--- src/rtl/uart_ctrl_pkg.sv ---
// Shared definitions for the UART transmit control slice.
// Holds the frame-sequencing FSM states and the default payload width.
package uart_ctrl_pkg;

    localparam int UART_DATA_W = 8;

    typedef enum logic [1:0] {
        IDLE,
        LOAD,
        WAIT,
        GAP
    } uart_state_e;

endpackage

--- src/rtl/uart_tx_arbiter_if.sv ---
// Requester-side and transmitter-side signals of the shared uart_tx arbiter.
// Master = client/test side driving requests; slave = the arbiter.
interface uart_tx_arbiter_if #(
    parameter int NREQ   = 4,
    parameter int DATA_W = uart_ctrl_pkg::UART_DATA_W
);
    logic [NREQ-1:0]        req;
    logic [NREQ*DATA_W-1:0] req_data;
    logic [NREQ-1:0]        ack;
    logic                   tx_start;
    logic [DATA_W-1:0]      tx_data;
    logic                   busy;
    logic                   frame_done;

    modport master (
        output req, req_data,
        input  ack, tx_start, tx_data, busy, frame_done
    );

    modport slave (
        input  req, req_data,
        output ack, tx_start, tx_data, busy, frame_done
    );
endinterface

--- src/rtl/uart_rr_arbiter.sv ---
// Combinational requester arbiter: one-hot grant plus encoded index when en is high.
// Round-robin from ptr+1 by default; ARB_FIXED_PRIO_EN selects lowest-index-wins.
module uart_rr_arbiter #(
    parameter int NREQ  = 4,
    parameter int IDX_W = $clog2(NREQ)
) (
    input  logic [NREQ-1:0]  req,
    input  logic [IDX_W-1:0] ptr,
    input  logic             en,
    output logic [NREQ-1:0]  grant,
    output logic [IDX_W-1:0] index
);

`ifdef ARB_FIXED_PRIO_EN
    logic unused_ptr;
    assign unused_ptr = ^ptr;

    // Scanning downward lets the lowest asserted index overwrite any higher one.
    always_comb begin
        grant = '0;
        index = '0;
        if (en) begin
            for (int unsigned i = NREQ; i > 0; i--) begin
                if (req[i-1]) begin
                    grant        = '0;
                    grant[i-1]   = 1'b1;
                    index        = IDX_W'(i - 1);
                end
            end
        end
    end
`else
    logic        found;
    int unsigned cand;

    always_comb begin
        grant = '0;
        index = '0;
        found = 1'b0;
        cand  = 0;
        if (en) begin
            for (int unsigned i = 1; i <= NREQ; i++) begin
                cand = (32'(ptr) + i) % NREQ;
                if (!found && req[cand]) begin
                    found       = 1'b1;
                    grant[cand] = 1'b1;
                    index       = IDX_W'(cand);
                end
            end
        end
    end
`endif

endmodule

--- src/rtl/uart_tx_arbiter.sv ---
// Shares one uart_tx between NREQ requesters: grant, start pulse, timed frame wait, gap.
// Define ARB_FIXED_PRIO_EN for fixed lowest-index priority instead of round-robin.
module uart_tx_arbiter
    import uart_ctrl_pkg::*;
#(
    parameter int NREQ         = 4,
    parameter int DATA_W       = UART_DATA_W,
    parameter int START_HOLD   = 10,
    parameter int FRAME_CYCLES = 120,
    parameter int GAP_CYCLES   = 2
) (
    input  logic            clock,
    input  logic            reset,
    uart_tx_arbiter_if.slave bus
);

    localparam int IDX_W = $clog2(NREQ);
    localparam int CNT_W = $clog2(FRAME_CYCLES + 1);
    // The gap reuses the frame counter, so GAP_CYCLES must not exceed FRAME_CYCLES.
    localparam logic [CNT_W-1:0] HOLD_LAST  = CNT_W'(START_HOLD);
    localparam logic [CNT_W-1:0] FRAME_LAST = CNT_W'(FRAME_CYCLES);
    localparam logic [CNT_W-1:0] GAP_LAST   = CNT_W'((GAP_CYCLES > 0) ? GAP_CYCLES - 1 : 0);
    localparam logic [CNT_W-1:0] CNT_ONE    = CNT_W'(1);

    uart_state_e       state, state_n;
    logic [CNT_W-1:0]  cnt, cnt_n;
    logic [NREQ-1:0]   grant, ack_n;
    logic [IDX_W-1:0]  gidx;
    logic              arb_en;
    logic              tx_start_n, busy_n, frame_done_n;
    logic [DATA_W-1:0] tx_data_n;

`ifdef ARB_FIXED_PRIO_EN
    logic [IDX_W-1:0]  ptr;
    assign ptr = '0;
`else
    logic [IDX_W-1:0]  ptr, ptr_n;
`endif

    assign arb_en = (state == IDLE);

    uart_rr_arbiter #(
        .NREQ  (NREQ),
        .IDX_W (IDX_W)
    ) u_arb (
        .req   (bus.req),
        .ptr   (ptr),
        .en    (arb_en),
        .grant (grant),
        .index (gidx)
    );

    always_comb begin
        state_n    = state;
        cnt_n      = cnt;
        ack_n      = '0;
        tx_start_n = 1'b0;
        tx_data_n  = bus.tx_data;
`ifndef ARB_FIXED_PRIO_EN
        ptr_n      = ptr;
`endif
        case (state)
            IDLE: begin
                if (|bus.req) begin
                    state_n    = LOAD;
                    ack_n      = grant;
                    tx_data_n  = bus.req_data[gidx*DATA_W +: DATA_W];
                    tx_start_n = 1'b1;
                    cnt_n      = CNT_ONE;
`ifndef ARB_FIXED_PRIO_EN
                    ptr_n      = gidx;
`endif
                end
            end
            LOAD: begin
                cnt_n = cnt + CNT_ONE;
                if (cnt == HOLD_LAST) begin
                    state_n = WAIT;
                end else begin
                    tx_start_n = 1'b1;
                end
            end
            WAIT: begin
                if (cnt == FRAME_LAST) begin
                    state_n = (GAP_CYCLES == 0) ? IDLE : GAP;
                    cnt_n   = '0;
                end else begin
                    cnt_n = cnt + CNT_ONE;
                end
            end
            GAP: begin
                if (cnt == GAP_LAST) begin
                    state_n = IDLE;
                    cnt_n   = '0;
                end else begin
                    cnt_n = cnt + CNT_ONE;
                end
            end
            default: begin
                state_n = IDLE;
                cnt_n   = '0;
            end
        endcase
        // Derived from next state so a LOAD->WAIT hop straight onto the last cycle still pulses.
        frame_done_n = (state_n == WAIT) && (cnt_n == FRAME_LAST);
        busy_n       = (state_n != IDLE);
    end

    always_ff @(posedge clock or negedge reset) begin
        if (!reset) begin
            state          <= IDLE;
            cnt            <= '0;
            bus.ack        <= '0;
            bus.tx_start   <= 1'b0;
            bus.tx_data    <= '0;
            bus.busy       <= 1'b0;
            bus.frame_done <= 1'b0;
`ifndef ARB_FIXED_PRIO_EN
            ptr            <= IDX_W'(NREQ - 1);
`endif
        end else begin
            state          <= state_n;
            cnt            <= cnt_n;
            bus.ack        <= ack_n;
            bus.tx_start   <= tx_start_n;
            bus.tx_data    <= tx_data_n;
            bus.busy       <= busy_n;
            bus.frame_done <= frame_done_n;
`ifndef ARB_FIXED_PRIO_EN
            ptr            <= ptr_n;
`endif
        end
    end

endmodule
--- src/flat_wrapper.sv ---
// flat-port wrapper written by rule: the top's interface ports become plain ports
module uart_tx_arbiter_flat import uart_ctrl_pkg::*;
#(
    parameter int NREQ         = 4,
    parameter int DATA_W       = UART_DATA_W,
    parameter int START_HOLD   = 10,
    parameter int FRAME_CYCLES = 120,
    parameter int GAP_CYCLES   = 2
)
  (clock, reset, bus_req, bus_req_data, bus_ack, bus_tx_start, bus_tx_data, bus_busy, bus_frame_done);
  uart_tx_arbiter_if #(.NREQ(NREQ), .DATA_W(DATA_W)) bus_i ();
  input  logic clock;
  input  logic reset;
  input wire logic [$bits(bus_i.req)-1:0] bus_req;
  input wire logic [$bits(bus_i.req_data)-1:0] bus_req_data;
  output wire logic [$bits(bus_i.ack)-1:0] bus_ack;
  output wire logic [$bits(bus_i.tx_start)-1:0] bus_tx_start;
  output wire logic [$bits(bus_i.tx_data)-1:0] bus_tx_data;
  output wire logic [$bits(bus_i.busy)-1:0] bus_busy;
  output wire logic [$bits(bus_i.frame_done)-1:0] bus_frame_done;
  assign bus_i.req = bus_req;
  assign bus_i.req_data = bus_req_data;
  assign bus_ack = bus_i.ack;
  assign bus_tx_start = bus_i.tx_start;
  assign bus_tx_data = bus_i.tx_data;
  assign bus_busy = bus_i.busy;
  assign bus_frame_done = bus_i.frame_done;
  uart_tx_arbiter #(.NREQ(NREQ), .DATA_W(DATA_W), .START_HOLD(START_HOLD), .FRAME_CYCLES(FRAME_CYCLES), .GAP_CYCLES(GAP_CYCLES)) u_core (.clock(clock), .reset(reset), .bus(bus_i));
endmodule
--- config.mk ---
export PLATFORM = sky130hd
export DESIGN_NAME = uart_tx_arbiter_flat
export DESIGN_NICKNAME = d
export VERILOG_FILES = /design/src/rtl/uart_ctrl_pkg.sv /design/src/rtl/uart_tx_arbiter_if.sv /design/src/rtl/uart_rr_arbiter.sv /design/src/rtl/uart_tx_arbiter.sv /design/src/flat_wrapper.sv
export SDC_FILE = /design/constraint.sdc
export NUM_CORES = 1
export LEC_CHECK = 0
export ABC_AREA = 1
export CORE_ASPECT_RATIO = 1.1
export CORE_UTILIZATION = 52
export DETAILED_ROUTE_END_ITERATION = 10
export GPL_TIMING_DRIVEN = 0
export PLACE_DENSITY = 0.89
export SETUP_SLACK_MARGIN = 0.05
export SKIP_LAST_GASP = 1
export SLEW_MARGIN = 20
export SYNTH_ARGS = -nofsm -noshare
export SYNTH_HDL_FRONTEND = slang
export SYNTH_SLANG_ARGS = --single-unit
--- constraint.sdc ---
create_clock -name clock -period 5.1 [get_ports clock]
set_clock_uncertainty 0.15 [all_clocks]
set_input_delay 0.765 -clock clock [delete_from_list [all_inputs] [get_ports clock]]
set_output_delay 0.765 -clock clock [all_outputs]
set_load 0.1 [all_outputs]
==> flow_metrics.py <==
metrics = {
    "outcome": {
        "outcome": "finished clean",
    },
    "floorplanning": {
        "io_pins": 53,
        "dieArea_um2": 3900,
        "initial_utilization": 0.556,
        "die_y_um": 65.4,
        "fp-row-count": 22,
        "core_region_area_um2": 3410,
        "die_w_um": 59.6,
    },
    "global_route": {
        "first_global_vias": 1832,
        "grtUsageTotal": 0.259,
        "antenna_found_initial": 0,
        "grt_start_max_net_pins": 27,
        "overflow": 0,
        "grt_pass1_wl_um": 7740,
    },
    "final_layout": {
        "finalNonFillerCells": 375,
        "layout.nets": 378,
        "final_util": 0.740,
        "antennaDiodeCount": 0,
        "fillers": 285,
        "multi_input_area_um2": 1080,
        "syn2layout_area_growth_pct": 33.1,
        "register_area_um2": 653,
        "drive_gt1_frac": 0.0765,
    },
    "logic_synthesis": {
        "synth_ff_type": "dfrtp_1",
        "ys_async_sr_fraction": 1.00,
        "ys_seq_area_frac": 0.344,
        "synth_top_area_share": 0.316,
        "ys_seq_elements": 26,
        "synthCells": 271,
        "synth_area_leaders": "dfrtp_1, nand2_1, nand3_1, ha_1, inv_1",
        "synth_common_cells": "nand2_1, nand3_1, inv_1",
        "yosysWarnings": 0,
        "synth_edf_count": 0,
        "yosysTopAreaCell": "dfrtp_1",
        "ys_types": 30,
        "syn-num-nets": 321,
        "postSynthAreaPerCell_um2": 7.00,
        "yosysMostFrequentCell": "nand2_1",
        "netlist_area_um2": 1900,
    },
    "detailed_routing": {
        "dr.pass1.iters": 5,
        "wire_per_inst_um": 12.4,
        "drc": 0,
        "drt_iter0_drc": 139,
        "postRouteAntennaNets": 0,
        "via_count": 2008,
        "wl_um": 4660,
        "via_per_inst": 5.35,
    },
    "clocking": {
        "cts_resized": 0,
        "hold_buffers": 0,
        "cts_tree": "built",
        "cts_buffers": 3,
        "htree_levels": 1,
        "cts_sinks": 26,
        "path_clk_slew_ns": 0.14,
        "cts_setup_buffers": 0,
        "clock_latency_ns": 0.32,
        "cts_root_buf": "clkbuf_4",
        "cts_buffer_depth": 2,
    },
    "critical_path": {
        "r2r_slack_ns": 2.31,
        "r2r_end": "u_core.bus.tx_data[2]$_DFFE_PN0P_",
        "cp_top_family": "simple AND/OR/NAND/NOR gates",
        "crit_type": "reg -> reg",
        "start_kind": "flop",
        "cpMostUsedCell": "nand2_1",
        "rr_worst_depth": 13,
        "crit_slowest_cell": "dfstp_2",
        "cp.arrival_ns": 2.87,
        "cp_max_fo": 11,
        "end_kind": "flop",
        "required_ns": 5.18,
        "worst-path-buf-inv": 2,
        "critPathMaxStageDelay_ns": 0.68,
        "r2r-start": "u_core.ptr[0]$_DFFE_PN1P_",
        "path_cells": "inv_2 > ha_1 > inv_1 > nand2_2 > nand2_4 > nor2_4 > nand2_1 > nand2_1 > nand2_1 > a21oi_2 > nand3_1 > nand3_1 > nand2_1",
    },
    "worst_hold_path": {
        "hold_class": "in -> async",
    },
    "power_and_ir_drop": {
        "power.leakage_nw": 1.30,
        "ir_drop_v": 0.0000836,
        "power_density_nw_per_um2": 159,
    },
    "place": {
        "dp_cells": 371,
        "dpl.hpwl_um": 3670,
        "io_buffer_count": 52,
        "gp_congestion": 0.918,
    },
    "timing": {
        "setup-violations-final": 0,
        "rsz0062_at_grt": "no",
        "clock.fmax_mhz": 358,
        "max_slew_margin": 0.345,
        "worst_pin_slew_ns": 0.980,
        "fin_crit_ns": 2.79,
        "fin_hold_ws_ns": 0.267,
        "hold_viol": 0,
        "period_share": 0.547,
        "fin_setup_tns_ns": 0,
        "drv_slew": 0,
    },
    "flow_run": {
        "maxCapViolCount": 0,
    },
}
## sequential cells by signal, indices dropped and copies added (netlist names)
register and cells:
u_core.bus.tx_data 8, u_core.cnt 7, u_core.bus.ack 4, u_core.ptr 2, u_core.state 2, u_core.bus.busy 1, u_core.bus.frame_done 1, u_core.bus.tx_start 1
## layer usage
| layer | track usage | routed length (µm) | share of wire |
|---|---|---|---|
| met5 | 0 | 0 | 0 |
| met1 | 0.319 | 1960 | 0.42 |
| met3 | 0.0295 | 184 | 0.039 |
| met2 | 0.459 | 2450 | 0.53 |
| met4 | 0.0901 | 58 | 0.012 |
## worst max-delay path by stage
| stage | startpoint | to | slack [ns] | cells past startpoint |
|---|---|---|---|---|
| after floorplan | u_core.ptr[0]$_DFFE_PN1P_ | u_core.bus.tx_data[6]$_DFFE_PN0P_ | 2.74 | 15 |
| after global placement | bus_req[0] | u_core.bus.tx_data[2]$_DFFE_PN0P_ | 2.27 | 14 |
| after detailed placement | bus_req[2] | u_core.bus.tx_data[5]$_DFFE_PN0P_ | 2.22 | 15 |
| after CTS | u_core.bus.tx_data[1]$_DFFE_PN0P_ | bus_tx_data[1] | 2.30 | 1 |
| after global routing | u_core.ptr[0]$_DFFE_PN1P_ | u_core.bus.tx_data[5]$_DFFE_PN0P_ | 2.14 | 14 |
| final | u_core.ptr[0]$_DFFE_PN1P_ | u_core.bus.tx_data[2]$_DFFE_PN0P_ | 2.31 | 13 |
## stage by stage
stage / cell area (µm²) / power [mW] / setup slack (ns)
floorplan: 1900 / 0.230 / 2.74
global placement: 2480 / 0.266 / 2.27
detailed placement: 2470 / 0.266 / 2.22
CTS: 2530 / 0.405 / 2.30
global route: 2530 / 0.419 / 2.14
finish: 2530 / 0.402 / 2.31
## final cells by class
cell class	count	share of cell area
flip-flops and latches	26	0.259
clock buffers	3	0.00892
inverters	34	0.0505
well taps	48	0.0238
repair buffers	52	0.204
plain buffers	7	0.0154
multi-input cells	204	0.427
clock inverters	1	0.0119
## logic make-up (layout without fill, tap and decap cells)
family	Yosys count	after routing	share of synthesized area
AOI/OAI and AO/OA	32	32	0.0949
xor gates and xnor gates	1	1	0.00462
adders and majority gates	12	12	0.0791
buffers and inverters	41	97	0.0877
DFF	26	26	0.344
and+or+nand+nor	159	159	0.390
## where the power goes
group / switching, mW / internal [mW]
clock network: 0.0597 / 0.0795
registers: 0 / 0.206
logic: 0.0240 / 0.0323
## placed cells by master (no fill, tap or decap), drive strengths merged
master          n
o21ai          19
or2             1
o31ai           1
clkdlybuf4s50  51
nand3          58
nand2          82
bufinv          1
nor2           11
a21oi           5
inv            34
dfrtp          24
a21boi          1
clkbuf          7
o211ai          1
xor2            1
nand3b          1
nor3            1
nand4           5
ha             12
o22ai           4
buf             4
dfstp           2
o32ai           1
(Power assumes the default switching activity.)
